`src/rtl/io_uart_arbiter.sv`:
```
// io_uart_arbiter: two byte-write ports (A, B), each with its own small FIFO,
// merged onto a single valid/ready UART transmit interface by a round-robin
// arbiter. Bytes from one port leave in write order; writes to a full FIFO
// are dropped and flagged on a sticky overflow bit.
// DEPTH must be a power of two in 2..16 so pointers wrap naturally.

// Per-port byte FIFO: registered count, wrapping pointers, sticky overflow.
module io_uart_arbiter_fifo #(
  parameter int DEPTH = 4
) (
  input  logic       clk,
  input  logic       resetn,
  input  logic       i_push,
  input  logic [7:0] i_data,
  input  logic       i_pop,
  output logic [7:0] o_head,
  output logic       o_empty,
  output logic       o_full,
  output logic       o_ovf
);
  localparam int PTR_W = $clog2(DEPTH);
  localparam int CNT_W = PTR_W + 1;
  localparam logic [CNT_W-1:0] FULL_CNT = CNT_W'(DEPTH);

  logic [7:0]       r_mem [DEPTH];
  logic [PTR_W-1:0] r_wr_ptr;
  logic [PTR_W-1:0] r_rd_ptr;
  logic [CNT_W-1:0] r_count;
  logic             r_ovf;

  logic w_full;
  logic w_empty;
  logic w_wr_en;
  logic w_rd_en;

  // Full is judged on the registered count only, so a pop on the same edge
  // never makes room for a push, and busy has no path from the write strobe.
  assign w_full  = (r_count == FULL_CNT);
  assign w_empty = (r_count == '0);
  assign w_wr_en = i_push && !w_full;
  assign w_rd_en = i_pop && !w_empty;

  assign o_head  = r_mem[r_rd_ptr];
  assign o_empty = w_empty;
  assign o_full  = w_full;
  assign o_ovf   = r_ovf;

  // Storage write.
  // NOTE: the data array has no reset; only pointers and count define which
  // entries are valid, and leaving the array unreset lets it map to RAM.
  always_ff @(posedge clk) begin
    if (w_wr_en) begin
      r_mem[r_wr_ptr] <= i_data;
    end
  end

  // Pointer, occupancy and sticky-overflow bookkeeping.
  // NOTE: sequential state uses non-blocking assignments so every register
  // samples pre-edge values regardless of statement order.
  always_ff @(posedge clk or negedge resetn) begin
    if (!resetn) begin
      r_wr_ptr <= '0;
      r_rd_ptr <= '0;
      r_count  <= '0;
      r_ovf    <= 1'b0;
    end else begin
      if (w_wr_en) begin
        r_wr_ptr <= r_wr_ptr + PTR_W'(1);
      end
      if (w_rd_en) begin
        r_rd_ptr <= r_rd_ptr + PTR_W'(1);
      end
      case ({w_wr_en, w_rd_en})
        2'b10:   r_count <= r_count + CNT_W'(1);
        2'b01:   r_count <= r_count - CNT_W'(1);
        default: r_count <= r_count;
      endcase
      if (i_push && w_full) begin
        r_ovf <= 1'b1;
      end
    end
  end
endmodule

// Top level: two FIFOs, IDLE/SEND arbiter FSM and the UART output register.
module io_uart_arbiter #(
  parameter int DEPTH = 4
) (
  input  logic       clk,
  input  logic       resetn,
  input  logic       a_valid,
  input  logic [7:0] a_data,
  output logic       a_busy,
  output logic       a_ovf,
  input  logic       b_valid,
  input  logic [7:0] b_data,
  output logic       b_busy,
  output logic       b_ovf,
  output logic       uart_valid,
  output logic [7:0] uart_data,
  input  logic       uart_ready,
  output logic       uart_src
);
  typedef enum logic {
    ST_IDLE = 1'b0,
    ST_SEND = 1'b1
  } state_t;

  state_t     r_state;
  state_t     w_state_nxt;

  logic       r_uart_valid;
  logic [7:0] r_uart_data;
  logic       r_uart_src;
  logic       r_last_b;   // 1 = port B received the most recent grant

  logic [7:0] w_a_head;
  logic [7:0] w_b_head;
  logic       w_a_empty;
  logic       w_b_empty;
  logic       w_pop_a;
  logic       w_pop_b;
  logic       w_load;
  logic       w_release;
  logic       w_sel_b;

  io_uart_arbiter_fifo #(.DEPTH(DEPTH)) u_fifo_a (
    .clk     (clk),
    .resetn  (resetn),
    .i_push  (a_valid),
    .i_data  (a_data),
    .i_pop   (w_pop_a),
    .o_head  (w_a_head),
    .o_empty (w_a_empty),
    .o_full  (a_busy),
    .o_ovf   (a_ovf)
  );

  io_uart_arbiter_fifo #(.DEPTH(DEPTH)) u_fifo_b (
    .clk     (clk),
    .resetn  (resetn),
    .i_push  (b_valid),
    .i_data  (b_data),
    .i_pop   (w_pop_b),
    .o_head  (w_b_head),
    .o_empty (w_b_empty),
    .o_full  (b_busy),
    .o_ovf   (b_ovf)
  );

  // Arbiter state register.
  always_ff @(posedge clk or negedge resetn) begin
    if (!resetn) begin
      r_state <= ST_IDLE;
    end else begin
      r_state <= w_state_nxt;
    end
  end

  // Next-state, grant selection and pop/load strobes.
  // NOTE: every signal written here gets a default first, so no path through
  // the case can leave one unassigned and infer a latch.
  always_comb begin
    w_state_nxt = r_state;
    w_pop_a     = 1'b0;
    w_pop_b     = 1'b0;
    w_load      = 1'b0;
    w_release   = 1'b0;
    w_sel_b     = 1'b0;
    case (r_state)
      ST_IDLE: begin
        if (!w_a_empty || !w_b_empty) begin
          w_load = 1'b1;
          if (w_a_empty) begin
            w_sel_b = 1'b1;
          end else if (w_b_empty) begin
            w_sel_b = 1'b0;
          end else begin
            // Both waiting: grant the port that did not win last time.
            w_sel_b = !r_last_b;
          end
          w_pop_a     = !w_sel_b;
          w_pop_b     = w_sel_b;
          w_state_nxt = ST_SEND;
        end
      end
      ST_SEND: begin
        if (uart_ready) begin
          w_release   = 1'b1;
          w_state_nxt = ST_IDLE;
        end
      end
      default: begin
        w_state_nxt = ST_IDLE;
      end
    endcase
  end

  // Output register and last-grant tracking; the offer holds until accepted.
  always_ff @(posedge clk or negedge resetn) begin
    if (!resetn) begin
      r_uart_valid <= 1'b0;
      r_uart_data  <= 8'h00;
      r_uart_src   <= 1'b0;
      r_last_b     <= 1'b1;
    end else if (w_load) begin
      r_uart_valid <= 1'b1;
      r_uart_data  <= w_sel_b ? w_b_head : w_a_head;
      r_uart_src   <= w_sel_b;
      r_last_b     <= w_sel_b;
    end else if (w_release) begin
      r_uart_valid <= 1'b0;
    end
  end

  assign uart_valid = r_uart_valid;
  assign uart_data  = r_uart_data;
  assign uart_src   = r_uart_src;
endmodule

```
`config.mk`:
```
export PLATFORM = sky130hd
export DESIGN_NAME = io_uart_arbiter
export DESIGN_NICKNAME = d
export VERILOG_FILES = /design/src/rtl/io_uart_arbiter.sv
export SDC_FILE = /design/constraint.sdc
export NUM_CORES = 1
export LEC_CHECK = 0
export ABC_AREA = 1
export BUFFER_PORTS_ARGS = -buffer_cell sky130_fd_sc_hd__buf_2
export CORE_ASPECT_RATIO = 1.25
export CORE_MARGIN = 5
export CORE_UTILIZATION = 50
export DETAILED_ROUTE_END_ITERATION = 8
export PLACE_DENSITY = 0.69
export SLEW_MARGIN = 20
export SYNTH_ARGS = -nofsm -noshare
export SYNTH_HDL_FRONTEND = slang
export SYNTH_SLANG_ARGS = --single-unit
```
`constraint.sdc`:
```
create_clock -name clk -period 3.7 [get_ports clk]
set_input_delay 0.74 -clock clk [delete_from_list [all_inputs] [get_ports clk]]
set_output_delay 0.74 -clock clk [all_outputs]
set_load 0.03 [all_outputs]
```
Word-level counts from Yosys, hierarchy flattened:

Memories as Yosys holds them, arrays and structs flattened.
Index checks and enable logic that the tools add are counted.

* bits in registers: 28
* latch bits: 0
* bits in writable memories: 64
* memory bits (read-only): 0
* bits of input ports: 21
* output and inout port bits: 14
* word-level logic and storage cells: 71
* memories kept: 2

Memories
* u_fifo_a.r_mem: words 4, width 8, read ports 1, clocked after Yosys merged registers in 0, write ports 1, RTL line 25 `logic [7:0] r_mem [DEPTH];`
* u_fifo_b.r_mem: words 4, width 8, read ports 1, clocked after Yosys merged registers in 0, write ports 1, RTL line 25

* $add $sub $neg: 8
* multiply operators: 0
* divide/modulo/power cells: 0
* $lt $le $gt $ge: 0
* equal/unequal tests: 6
* shift-type cells: 0
* mux-type cells: 23
* bitwise operators: 1
* reduce and logical (&&, ||, !) cells: 18

Operators with widths (number)
* 1-bit two-way mux: 19
* 3-bit one-hot mux with 2 select lines: 2
* 2-bit by 1-bit adder with 2-bit output (second input constant): 4
* 8-bit two-way mux: 1
* 3-bit by 1-bit adder with 3-bit output (second input constant): 2
* 3-bit equality test (second input constant): 2
* 1-bit logical AND: 6
* 1-bit logical NOT: 6
* 3-bit logical NOT: 2
* 2-bit nonzero test: 3
* 3-bit by 1-bit subtractor with 3-bit output (second input constant): 2
* 2-bit by 1-bit equality test with 1-bit output (second input constant): 2
* 2-bit equality test (second input constant): 2
* 1-bit one-hot mux with 2 select lines: 1
* 1-bit logical OR: 1
* 1-bit NOT: 1

Logic depth before layout (Yosys ltp):

* depth in word-level cells: 11
* depth in mapped cells: 12

Hierarchy:

From an unflattened synthesis, not the netlist that was laid out.

* cells, all modules: 394
* area, all modules: 4195.3 µm²

By module, submodules not included
* io_uart_arbiter_fifo: times used 2, cells an instance 158, area an instance 1788.0 µm²
* io_uart_arbiter: times used 1, cells an instance 78, area an instance 619.3 µm²

Worst setup path after synthesis:

OpenSTA, ideal clock, no wires.

* path type: input-to-reg
* from: input port a_valid
* to: register u_fifo_a.r_count[2]
* data arrival time: 1.937 ns
* slack: 1.632 ns
* stages: 7
* buffers on the path: 0
* cell sequence: nand2_1 > ha_1 > inv_1 > fa_1 > a21oi_1 > o21ai_0 > xor2_1

* word-level cells in the longest chain between the ends: 3
* elaborated cells on any way between the ends: 5
* classes of those cells: eq/ne: 2; mux: 1; reduce/logical: 2

Ends and longest elaborated chain
* start, declared: RTL line 91 `input logic a_valid,`
* 1-bit logical AND *: RTL line 40 `assign w_wr_en = i_push && !w_full;`
* 2-bit by 1-bit equality test with 1-bit output or 2-bit equality test (tied branches): RTL line 73 `case ({w_wr_en, w_rd_en})`
* 3-bit one-hot mux with 2 select lines or 2-bit nonzero test (tied branches)
* end signal, assigned: RTL line 74 `2'b10: r_count <= r_count + CNT_W'(1);`
* end signal, assigned: RTL line 75 `2'b01: r_count <= r_count - CNT_W'(1);`
* end signal, assigned: RTL line 76 `default: r_count <= r_count;`
* end, declared: RTL line 28 `logic [CNT_W-1:0] r_count;`

Every way passes the cells marked *; elsewhere a longest branch is shown, timed or not.
A chain may end at the register's enable or synchronous reset.

Worst setup path after layout:

* from: register u_fifo_a.r_count[1]
* to: register u_fifo_b.r_count[2]

* word-level cells in the longest chain between the ends: 9
* elaborated cells on any way between the ends: 13
* classes of those cells: eq/ne: 2; mux: 6; reduce/logical: 5

Ends and longest elaborated chain
* 3-bit logical NOT *: RTL line 39 `assign w_empty = (r_count == '0);`
* 1-bit two-way mux: RTL line 174 `if (w_a_empty) begin`
* 1-bit two-way mux: RTL line 172 `if (!w_a_empty || !w_b_empty) begin`
* 1-bit two-way mux: RTL line 170 `case (r_state)`
* 1-bit two-way mux *: RTL line 172
* 1-bit two-way mux *: RTL line 170
* 1-bit logical AND *: RTL line 41 `assign w_rd_en = i_pop && !w_empty;`
* via u_fifo_b.w_rd_en: RTL line 34 `logic w_rd_en;`
* 2-bit by 1-bit equality test with 1-bit output or 2-bit equality test (tied branches): RTL line 73
* 3-bit one-hot mux with 2 select lines or 2-bit nonzero test (tied branches)
* end signal, assigned: RTL line 74
* end signal, assigned: RTL line 75
* end signal, assigned: RTL line 76
* end, declared: RTL line 28

The timed path passes the listed nets; every way through them passes the cells marked *. The select of a mux whose other input is x is not followed.

==> flow_summary.toml <==
[routing]
drt_wl_total_mm = 7.32
drcViolationCount = 0
ant_nets = 0
dr.pass1.iters = 4
vias_per_cell = 4.83
routedWlPerCell_um = 13.6
via_count = 2598
dr.first_iter.drc_count = 91

[synth]
ys_types = 27
syn_avg_cell_area_um2 = 10.2
syn_nets = 434
ys_seq_elements = 92
postSynthCellCount = 401
yosysWarnings = 0
yosysTopAreaCellShare_pct = 46.8
synthTopCellsByArea = "edfxtp_1, dfrtp_1, nand2_1, inv_1, nand3_1"
synth_area_um2 = 4110
yosysSeqAreaShare_pct = 63.9
synth_area_leader_cell = "edfxtp_1"

[finish]
nFillCells = 736
fin_nets = 469
insertedDiodeCount = 0
drive_gt1_share_pct = 14.1
final_cell_mix = "nand2_1, inv_1, edfxtp_1"
layout_commonest_cell = "nand2_1"
area_delta_synth_final_pct = 9.81

[worst_setup_path]
cp.required_ps = 3940
critPathArrivalTime_ps = 2510
cp-start-kind = "register"
worstSetupEndpointType = "register"
path_max_fanout = 16
crit_type = "register to register"

[floorplanning]
initial_core_util_pct = 50.4
row_count = 37
top_level_ports = 35
die_y_um = 111
die-area_um2 = 10100
fp.dieW_um = 91.1
core-area_um2 = 8150

[timing]
fin_skew_ps = 11.0
hold_viol = 0
rsz0062_at_grt = "no"
fmax_ghz = 0.441
drv_slew = 0
tns_ps = 0
finalCritPeriodShare_pct = 61.3
fin_crit_ps = 2270
finalSetupViolCount = 0
setup_slack_ps = 1430
relSlewSlack_pct = 43.4
whs_ps = 413
tightest_slew_ps = 846

[global_routing]
antenna_found_initial = 0
grt_max_degree = 29
grt_pass1_vias = 2620
grt_pass1_wl_mm = 12.4
grt-ovfl-total = 0
gr-usage-all-layers_pct = 15.4

[clocking]
cts_resized = 0
h-tree-depth = 3
clk_pin_slew_ps = 90
cts_setup_buffers = 0
cts_tree = "done"
clock_latency_ps = 350
numCtsBuffers = 9
clockBufferDepth = 2
cts_sinks = 92
hold_buffers = 0
clock-root-buffer = "clkbuf_8"

[place]
dp_hpwl_mm = 5.29
pre_cts_ws_ps = 1420
io_buffers = 34
gp_congestion = 0.731

[min_path]
hp-class = "input pin to asynchronous set/reset pin"

[status]
status = "finished, final reports clean"

[power_and_ir_drop]
p_leak_nw = 2.07
power_mw = 3.52
power.density_nw_per_um2 = 780
clockPowerShare_pct = 17.1
power.switching_mw = 1.44
p_seq_share_pct = 46.0
switching_share_pct = 40.8
p_int_mw = 2.08
vdd_drop_max_v = 0.000363
p_comb_share_pct = 37.0

[run]
cap_viol_max_count = 0
[critical path: stages, from the launching register on]
cell     delay, ps
dfrtp_1        360
inv_1           80
nand3_2        140
nor2_4          50
nor2_4         280
nand2_2        150
inv_1           80
ha_1           130
inv_1           70
fa_1           380
a21oi_1        150
o21ai_0        110
xor2_1         150
[registers in the layout, summed over array words and instances (netlist names), 2 cells and up]
| register | cells |
|---|---|
| u_fifo_a.r_rd_ptr | 2 |
| u_fifo_a.r_wr_ptr | 2 |
| u_fifo_b.r_wr_ptr | 2 |
| u_fifo_a.r_mem | 32 |
| u_fifo_b.r_mem | 32 |
| uart_data | 8 |
| u_fifo_a.r_count | 3 |
| u_fifo_b.r_rd_ptr | 2 |
| u_fifo_b.r_count | 3 |
[metrics by stage]
step	instances	area (um2)	utilization [%]
after floorplan	401	4110	-
after global placement	522	4330	53.2
after detailed placement	522	4330	53.2
after CTS	538	4510	55.4
after global routing	538	4510	55.4
final	538	4510	55.4
[cell usage after synthesis]
cell type    n
inv_1       68
dfstp_2      1
a21o_1       1
a31o_2       1
buf_2        5
o21ai_1      4
xnor2_1      3
nand2_4      2
nand2_2      2
inv_2        1
clkinv_1     1
buf_4        2
a21oi_2      1
nand2_1    111
clkbuf_1     1
nand3_1     33
fa_1         2
nor2_4       4
ha_1        10
buf_6        2
o21ai_0      6
edfxtp_1    64
a21oi_1      5
nand3_2      1
dfrtp_1     27
nor2_1      37
xor2_1       6
[power by group through the flow]
stage | sequential (mW) | combinational [mW] | clock [mW]
global placement | 1.63 | 1.28 | 0
floorplan | 1.63 | 0.999 | 0
finish | 1.62 | 1.30 | 0.600
detailed placement | 1.64 | 1.32 | 0
global route | 1.65 | 1.48 | 0.665
CTS | 1.62 | 1.33 | 0.622
[final cells by class]
cell class / instances / area (um2) / area share, %
Sequential cell: 92 / 2620 / 58.2
Multi-Input combinational cell: 229 / 1150 / 25.6
Inverter: 70 / 263 / 5.83
Timing Repair Buffer: 34 / 170 / 3.77
Clock buffer: 10 / 138 / 3.05
Tap cell: 97 / 121 / 2.69
Clock inverter: 6 / 40.0 / 0.888
[routing by layer]
metal | global-route usage [%] | routed length [um] | part of all wire (%) | vias to the layer above
met1 | 19.6 | 3210 | 44 | 1222
met4 | 5.58 | 105 | 1.4 | 0
li1 | - | - | - | 1327
met3 | 2.70 | 203 | 2.8 | 8
met2 | 26.4 | 3800 | 52 | 41
met5 | 0 | 0 | 0 | -
[kinds of logic (layout without fill, tap and decap cells)]
family,count (synthesis),after routing,share of synthesized area [%]
xor+xnor,9,9,1.92
fa+ha+maj,12,12,4.02
simple gates,190,190,19.7
buf+inv,80,120,8.01
compound gates,18,18,2.44
flops,92,92,63.9
[worst paths after layout]
kind,startpoint,end,slack (ps),depth (start not counted)
min in group clk,u_fifo_a.o_ovf$_DFFE_PN0P_,u_fifo_a.o_ovf$_DFFE_PN0P_,460,1
max reg2reg,u_fifo_a.r_count[1]$_DFFE_PN0P_,u_fifo_b.r_count[2]$_DFFE_PN0P_,1430,12
min,resetn,uart_data[6]$_DFFE_PN0P_,410,1
max in group asynchronous,resetn,u_fifo_b.r_count[0]$_DFFE_PN0P_,2850,1
max,u_fifo_a.r_count[1]$_DFFE_PN0P_,u_fifo_b.r_count[2]$_DFFE_PN0P_,1430,12
min reg2reg,u_fifo_a.o_ovf$_DFFE_PN0P_,u_fifo_a.o_ovf$_DFFE_PN0P_,460,1
Power figures use the tool's default switching activity.
